## src/rtl/array_stream_bridge.sv

```systemverilog
// Responder-side bridge: turns single Array requests into request-stream beats and completes them from the response stream.
// Optional feature macro: ARRAY_BRIDGE_WRITE_ACK_EN (writes also wait for a response beat).
`ifndef addrN
`define addrN 8
`endif
`ifndef intN
`define intN 8
`endif

module array_stream_bridge #(
   parameter int AN = `addrN,
   parameter int DN = `intN
) (
   input  logic          clk,
   input  logic          rst,
   input  logic [AN-1:0] arr_addr,
   input  logic          arr_we,
   input  logic [DN-1:0] arr_di,
   input  logic          arr_valid,
   output logic [DN-1:0] arr_do,
   output logic          arr_ready,
   output logic [AN-1:0] req_addr,
   output logic          req_we,
   output logic [DN-1:0] req_di,
   output logic          req_valid,
   input  logic          req_ready,
   input  logic [DN-1:0] rsp_data,
   input  logic          rsp_valid,
   output logic          rsp_ready
);

   typedef enum logic [1:0] {
      IDLE = 2'd0,
      REQ  = 2'd1,
      WAIT = 2'd2,
      DONE = 2'd3
   } state_t;

`ifdef ARRAY_BRIDGE_WRITE_ACK_EN
   localparam state_t WR_NEXT = WAIT;
`else
   localparam state_t WR_NEXT = DONE;
`endif

   state_t          state_r;
   state_t          state_s;
   logic [AN-1:0]   addr_r;
   logic            we_r;
   logic [DN-1:0]   di_r;
   logic [DN-1:0]   rdata_r;
   logic            arr_ready_r;
   logic            req_valid_r;
   logic            rsp_ready_r;

   // next-state decode for the single-outstanding transaction sequence
   always_comb begin
      state_s = state_r;
      case (state_r)
         IDLE: begin
            if (arr_valid) begin
               state_s = REQ;
            end else begin
               state_s = IDLE;
            end
         end
         REQ: begin
            if (req_ready) begin
               if (we_r) begin
                  state_s = WR_NEXT;
               end else begin
                  state_s = WAIT;
               end
            end else begin
               state_s = REQ;
            end
         end
         WAIT: begin
            if (rsp_valid) begin
               state_s = DONE;
            end else begin
               state_s = WAIT;
            end
         end
         DONE:    state_s = IDLE;
         default: state_s = IDLE;
      endcase
   end

   // state, holding registers, read data and registered handshake outputs
   always_ff @(posedge clk) begin
      if (rst) begin
         state_r     <= IDLE;
         addr_r      <= {AN{1'b0}};
         we_r        <= 1'b0;
         di_r        <= {DN{1'b0}};
         rdata_r     <= {DN{1'b0}};
         arr_ready_r <= 1'b0;
         req_valid_r <= 1'b0;
         rsp_ready_r <= 1'b0;
      end else begin
         state_r     <= state_s;
         // handshake flags are registered copies of the next-state decode
         arr_ready_r <= (state_s == DONE);
         req_valid_r <= (state_s == REQ);
         rsp_ready_r <= (state_s == WAIT);
         if ((state_r == IDLE) && arr_valid) begin
            addr_r <= arr_addr;
            we_r   <= arr_we;
            di_r   <= arr_di;
         end
         // write acknowledgements carry no data and must not disturb arr_do
         if ((state_r == WAIT) && rsp_valid && (we_r == 1'b0)) begin
            rdata_r <= rsp_data;
         end
      end
   end

   assign arr_do    = rdata_r;
   assign arr_ready = arr_ready_r;
   assign req_addr  = addr_r;
   assign req_we    = we_r;
   assign req_di    = di_r;
   assign req_valid = req_valid_r;
   assign rsp_ready = rsp_ready_r;

endmodule
```

## config.mk

```make
export PLATFORM = sky130hd
export DESIGN_NAME = array_stream_bridge
export DESIGN_NICKNAME = d
export VERILOG_FILES = /design/src/rtl/array_stream_bridge.sv
export SDC_FILE = /design/constraint.sdc
export NUM_CORES = 1
export LEC_CHECK = 0
export CORE_UTILIZATION = 38
export DETAILED_ROUTE_END_ITERATION = 16
export GPL_ROUTABILITY_DRIVEN = 0
export GPL_TIMING_DRIVEN = 0
export PLACE_DENSITY = 0.79
export SKIP_LAST_GASP = 1
export SLEW_MARGIN = 40
export SYNTH_ARGS = -nofsm -noshare
export SYNTH_HDL_FRONTEND = slang
export SYNTH_SLANG_ARGS = --single-unit
```

## constraint.sdc

```tcl
create_clock -name clk -period 1.5 [get_ports clk]
set_input_delay 0.3 -clock clk [delete_from_list [all_inputs] [get_ports clk]]
set_output_delay 0.3 -clock clk [all_outputs]
set_load 0.005 [all_outputs]
```

==> After elaboration in Yosys (flattened, before gate mapping) <==
Cells that the tools add are included.
{ "totals": {"register_bits": 30, "latchBits": 0, "ramBits": 0, "mem_bits_ro": 0, "in_bits": 30, "output_inout_bits": 28, "word_cells": 24, "n_memories": 0} }
{ "classes": {"n_addsub": 0, "mul": 0, "n_div": 0, "n_lt_le_gt_ge": 0, "n_eq_ne": 6, "shifts": 0, "mux": 5, "bitwise": 1, "n_reduce_logical": 4} }
{ "op_table": {"columns": ["operator", "n"], "rows": [
  ["$eq 2x2->1 const B", 4],
  ["$pmux 2 s4", 1],
  ["$eq 2x1->1 const B", 2],
  ["$logic_and 1x1->1", 3],
  ["$mux 1", 3],
  ["$logic_not 2->1", 1],
  ["$mux 2", 1],
  ["$not 1->1", 1]
]} }

==> Logic depth before layout (Yosys ltp) <==
{ "logic_depth": {"word_depth": 4, "depth_mapped": 5, "depth_no_buf": 3} }

==> Worst setup path after synthesis <==
Ideal clock, no wire load.
{ "synth_path": {"path_type": "flip-flop to flip-flop", "from": "register state_r[1]", "to": "register addr_r[2], in the netlist req_addr[2]", "setup_time_ns": 0.132, "arrival_ns": 1.098, "t_required_ns": 1.368, "path_slack_ns": 0.270, "stages_incl_launch_ff": 6, "n_path_buf": 2, "period_less_slack_ns": 1.230, "path_cell_list": "dfxtp_1 -> or3b_1 -> buf_6 -> buf_8 -> nand2_1 -> a21oi_1"} }
{ "synth_between": {"elab_chain_cells": 2} }
{ "synth_rtl": {"columns": ["element", "line", "text"], "rows": [
  ["from (decl)", "45", "state_t state_r;"],
  ["from (signal assigned)", "101", "state_r <= state_s;"],
  ["$logic_not 2->1", "106", "if ((state_r == IDLE) && arr_valid) begin"],
  ["$logic_and 1x1->1", "106", null],
  ["to (signal assigned)", "93", "addr_r <= {AN{1'b0}};"],
  ["to (signal assigned)", "107", "addr_r <= arr_addr;"],
  ["to (decl)", "47", "logic [AN-1:0] addr_r;"]
]} }
No other way between the ends.
A chain may end at the register's enable or synchronous reset.

==> Worst setup path in the final report <==
{ "layout_path": {"from": "register di_r[6], in the netlist req_di[6]", "to": "output req_di[6]"} }
{ "layout_rtl": {"columns": ["element", "line", "text"], "rows": [
  ["from (decl)", "49", "logic [DN-1:0] di_r;"],
  ["from (signal assigned)", "95", "di_r <= {DN{1'b0}};"],
  ["from (signal assigned)", "109", "di_r <= arr_di;"],
  ["to (decl)", "24", "output logic [DN-1:0] req_di,"]
]} }
No word-level cell between the ends.

==> impl_metrics.toml <==
[status]
status = "finished clean"

[worst_setup_path]
reg2reg_slack_ns = 0.18
slowest_delay_ns = 0.50
r2r-end = "req_di[1]"
critPathLaunchType = "flip-flop"
r2r-start = "state_r[1]"
crit_path_max_fanout = 2
endpoint_kind = "primary output"
critPathBufInv = 1
r2r_cells = 5
cp.required_ns = 1.20
crit_path_top_delay_cell = "clkdlybuf4s50_1"
crit_chain = "clkdlybuf4s50_1"
path_delay_family = "buffers and inverters"
criticalPathCategory = "reg -> out"
arrival_ns = 1.17

[power_and_ir_drop]
intPower_w = 0.001268
peakVddDrop_mv = 0.6759
power.density_mw_per_mm2 = 930.8
switching_share = 0.2426
power_leakage_nw = 0.8582
p_comb_frac = 0.184
power_frac_seq = 0.525
p_sw_w = 0.0004061
clkPwrFrac = 0.292

[yosys]
synth_area_mm2 = 0.001092
synthMostInstantiatedCell = "nand2_1"
ys_warn_count = 0
async_flop_share = 0
synth_cell_types = 18
synth-seq-area-share = 0.5498
ys_seq_elements = 30
ys.flop_type = "dfxtp_1"
synth_top_area_cell = "dfxtp_1"
synth.net_count = 148
syn_inst = 118
yosys-top-cells-count = "nand2_1 (35), dfxtp_1 (30), a21oi_1 (17), nor2_1 (11), mux2i_1 (8)"
synth_area_leaders = "dfxtp_1 (55%), nand2_1 (12%), a21oi_1 (7.8%), mux2i_1 (7.3%), nor2_1 (3.8%)"
synth_area_per_cell_um2 = 9.257
synth_edf_count = 0
yosys.area.top_type_share = 0.5498

[clocking]
htree_num_levels = 2
cts_buffers = 5
clk_latency_ns = 0.33
cts_tree = "built"
path_clk_slew_ns = 0.09
cts_buffer_depth = 2
ctsHoldBuffers = 0
clock-sinks = 30
cts-root-buf = "clkbuf_4"
post_cts_buffers = 0

[detailed_routing]
vias_per_cell = 4.793
final_antenna_net_count = 0
drc = 0
drt_iter0_drc = 15
vias = 1021
wl_um = 2734
wire_per_inst_um = 12.84
dr.pass1.iters = 4

[placement]
hpwl_um = 2067
pre_cts_slack_ns = -0.2293
dp_cells = 205
placed_cell_area_mm2 = 0.001692
portBuffers = 56

[floorplanning]
placementRows = 19
initial_utilization = 0.3995
ios = 58
die_y_um = 55.62
die_w_um = 55.62
dieArea_mm2 = 0.003093
core_mm2 = 0.002734

[finish]
fin_area_mm2 = 0.001798
fillCellCount = 243
nets = 211
final_layout_size_suffix_gt1_frac = 0.1813
final_cells = 213
area_growth_pct = 64.60
n_antenna_cell = 0

[global_route]
antenna_found_initial = 0
grt_pass1_wl_um = 4540
grt_max_degree = 11
grt_pass1_vias = 1007
grtUsageTotal = 0.1953
grt_overflow = 0

[sta]
maxSlewViolCount = 0
fin_crit_ns = 1.466
setup_viol = 0
fmax_ghz = 0.6822
skew_ns = 0.006638
tightest_slew_ns = 0.4385
slew_headroom = 0.7077
hold_viol_final = 0
rsz0062_at_grt = "yes"
setup_ws_ns = 0.03411
period_share = 0.9773

[hold_path]
hold_path_depth = 2
holdCritStartpoint = "rst"
min_to = "arr_do[5]"
hold_path_class = "in -> reg"

[flow_run]
max_cap_viol_count = 0
final cells by class:
type | count | area, um^2 | share of cell area
sequential | 30 | 623.1 | 0.3466
timing repair buffer | 56 | 584.3 | 0.3250
multi-input combinational | 81 | 435.4 | 0.2422
buffer | 7 | 56.30 | 0.03132
clock buffer | 7 | 55.05 | 0.03062
tap | 31 | 38.79 | 0.02157
clock inverter | 1 | 5.005 | 0.002784
kinds of logic (layout without fill, tap and decap cells):
family,count (synthesis),count (layout),synth area share
AO/OA/AOI/OAI,18,18,0.08706
AND/OR/NAND/NOR,54,54,0.2280
flip-flops,30,30,0.5498
multiplexers,9,9,0.08362
buffers and inverters,7,71,0.05154
worst reg2reg max path: cells and delay by family (launching register included):
family	cells	cell delay [ns]
buf+inv	2	0.28
compound gates	1	0.06
simple gates	2	0.47
flops	1	0.39
power groups by stage:
| stage | Combinational [W] | Sequential [W] | Clock, W |
|---|---|---|---|
| finish | 0.000308 | 0.000878 | 0.000488 |
| global route | 0.000333 | 0.000884 | 0.000549 |
| CTS | 0.000314 | 0.000876 | 0.000516 |
| detailed placement | 0.000315 | 0.000893 | 0 |
| global placement | 0.000306 | 0.000889 | 0 |
| floorplan | 0.000127 | 0.000893 | 0 |
metrics by stage:
stage	util	setup TNS (ns)	hold slack [ns]	power [W]
6_report	0.6577	0	0.3342	0.001674
5_1_grt	0.6577	-0.01992	0.3513	0.001767
3_5_place_dp	0.6188	-3.537	0.4476	0.001208
2_1_floorplan	-	0	0.4360	0.001020
4_1_cts	0.6416	0	0.3278	0.001705
3_3_place_gp	0.6188	-3.026	0.4403	0.001195
how the worst max path moves through the flow:
stage	slack (ns)	endpoint	start	depth (start not counted)
after floorplan	0.27	req_addr[2]	state_r[1]	5
after global placement	-0.21	req_addr[6]	arr_valid	6
after detailed placement	-0.23	req_di[1]	arr_valid	6
after CTS	0.0005	req_addr[7]	req_addr[7]	1
after global routing	-0.02	req_addr[7]	req_addr[7]	1
final	0.03	req_di[6]	req_di[6]	1
registers in the layout (all words and copies together) (netlist names):
name and count:
state_r 2, rsp_ready 1, arr_do 8, req_valid 1, arr_ready 1, req_di 8, req_addr 8, req_we 1
repair_timing:
action / CTS / global route
setup endpoints to repair: 8 / 20
gates resized for setup: 8 / 24
pin swaps: 0 / 0
metal layers:
layer / vias up / track usage / wire (um)
li1: 513 / - / -
met1: 460 / 0.2015 / 1038
met2: 40 / 0.3339 / 1441
met3: 8 / 0.06047 / 170
met4: 0 / 0.1393 / 83
met5: - / 0 / 0
layout by cell type (no fill, tap or decap), types with 3 or more instances in the layout:
cell             instances
mux2i_1                  8
a21oi_1                 17
clkbuf_1                 4
dfxtp_2                 18
nand2_1                 35
dfxtp_1                 12
dlymetal6s2s_1          11
clkbuf_4                 5
clkdlybuf4s50_1         42
dlygate4sd2_1            3
nor2_1                  11
No activity file was read; power rests on OpenSTA's default activity.
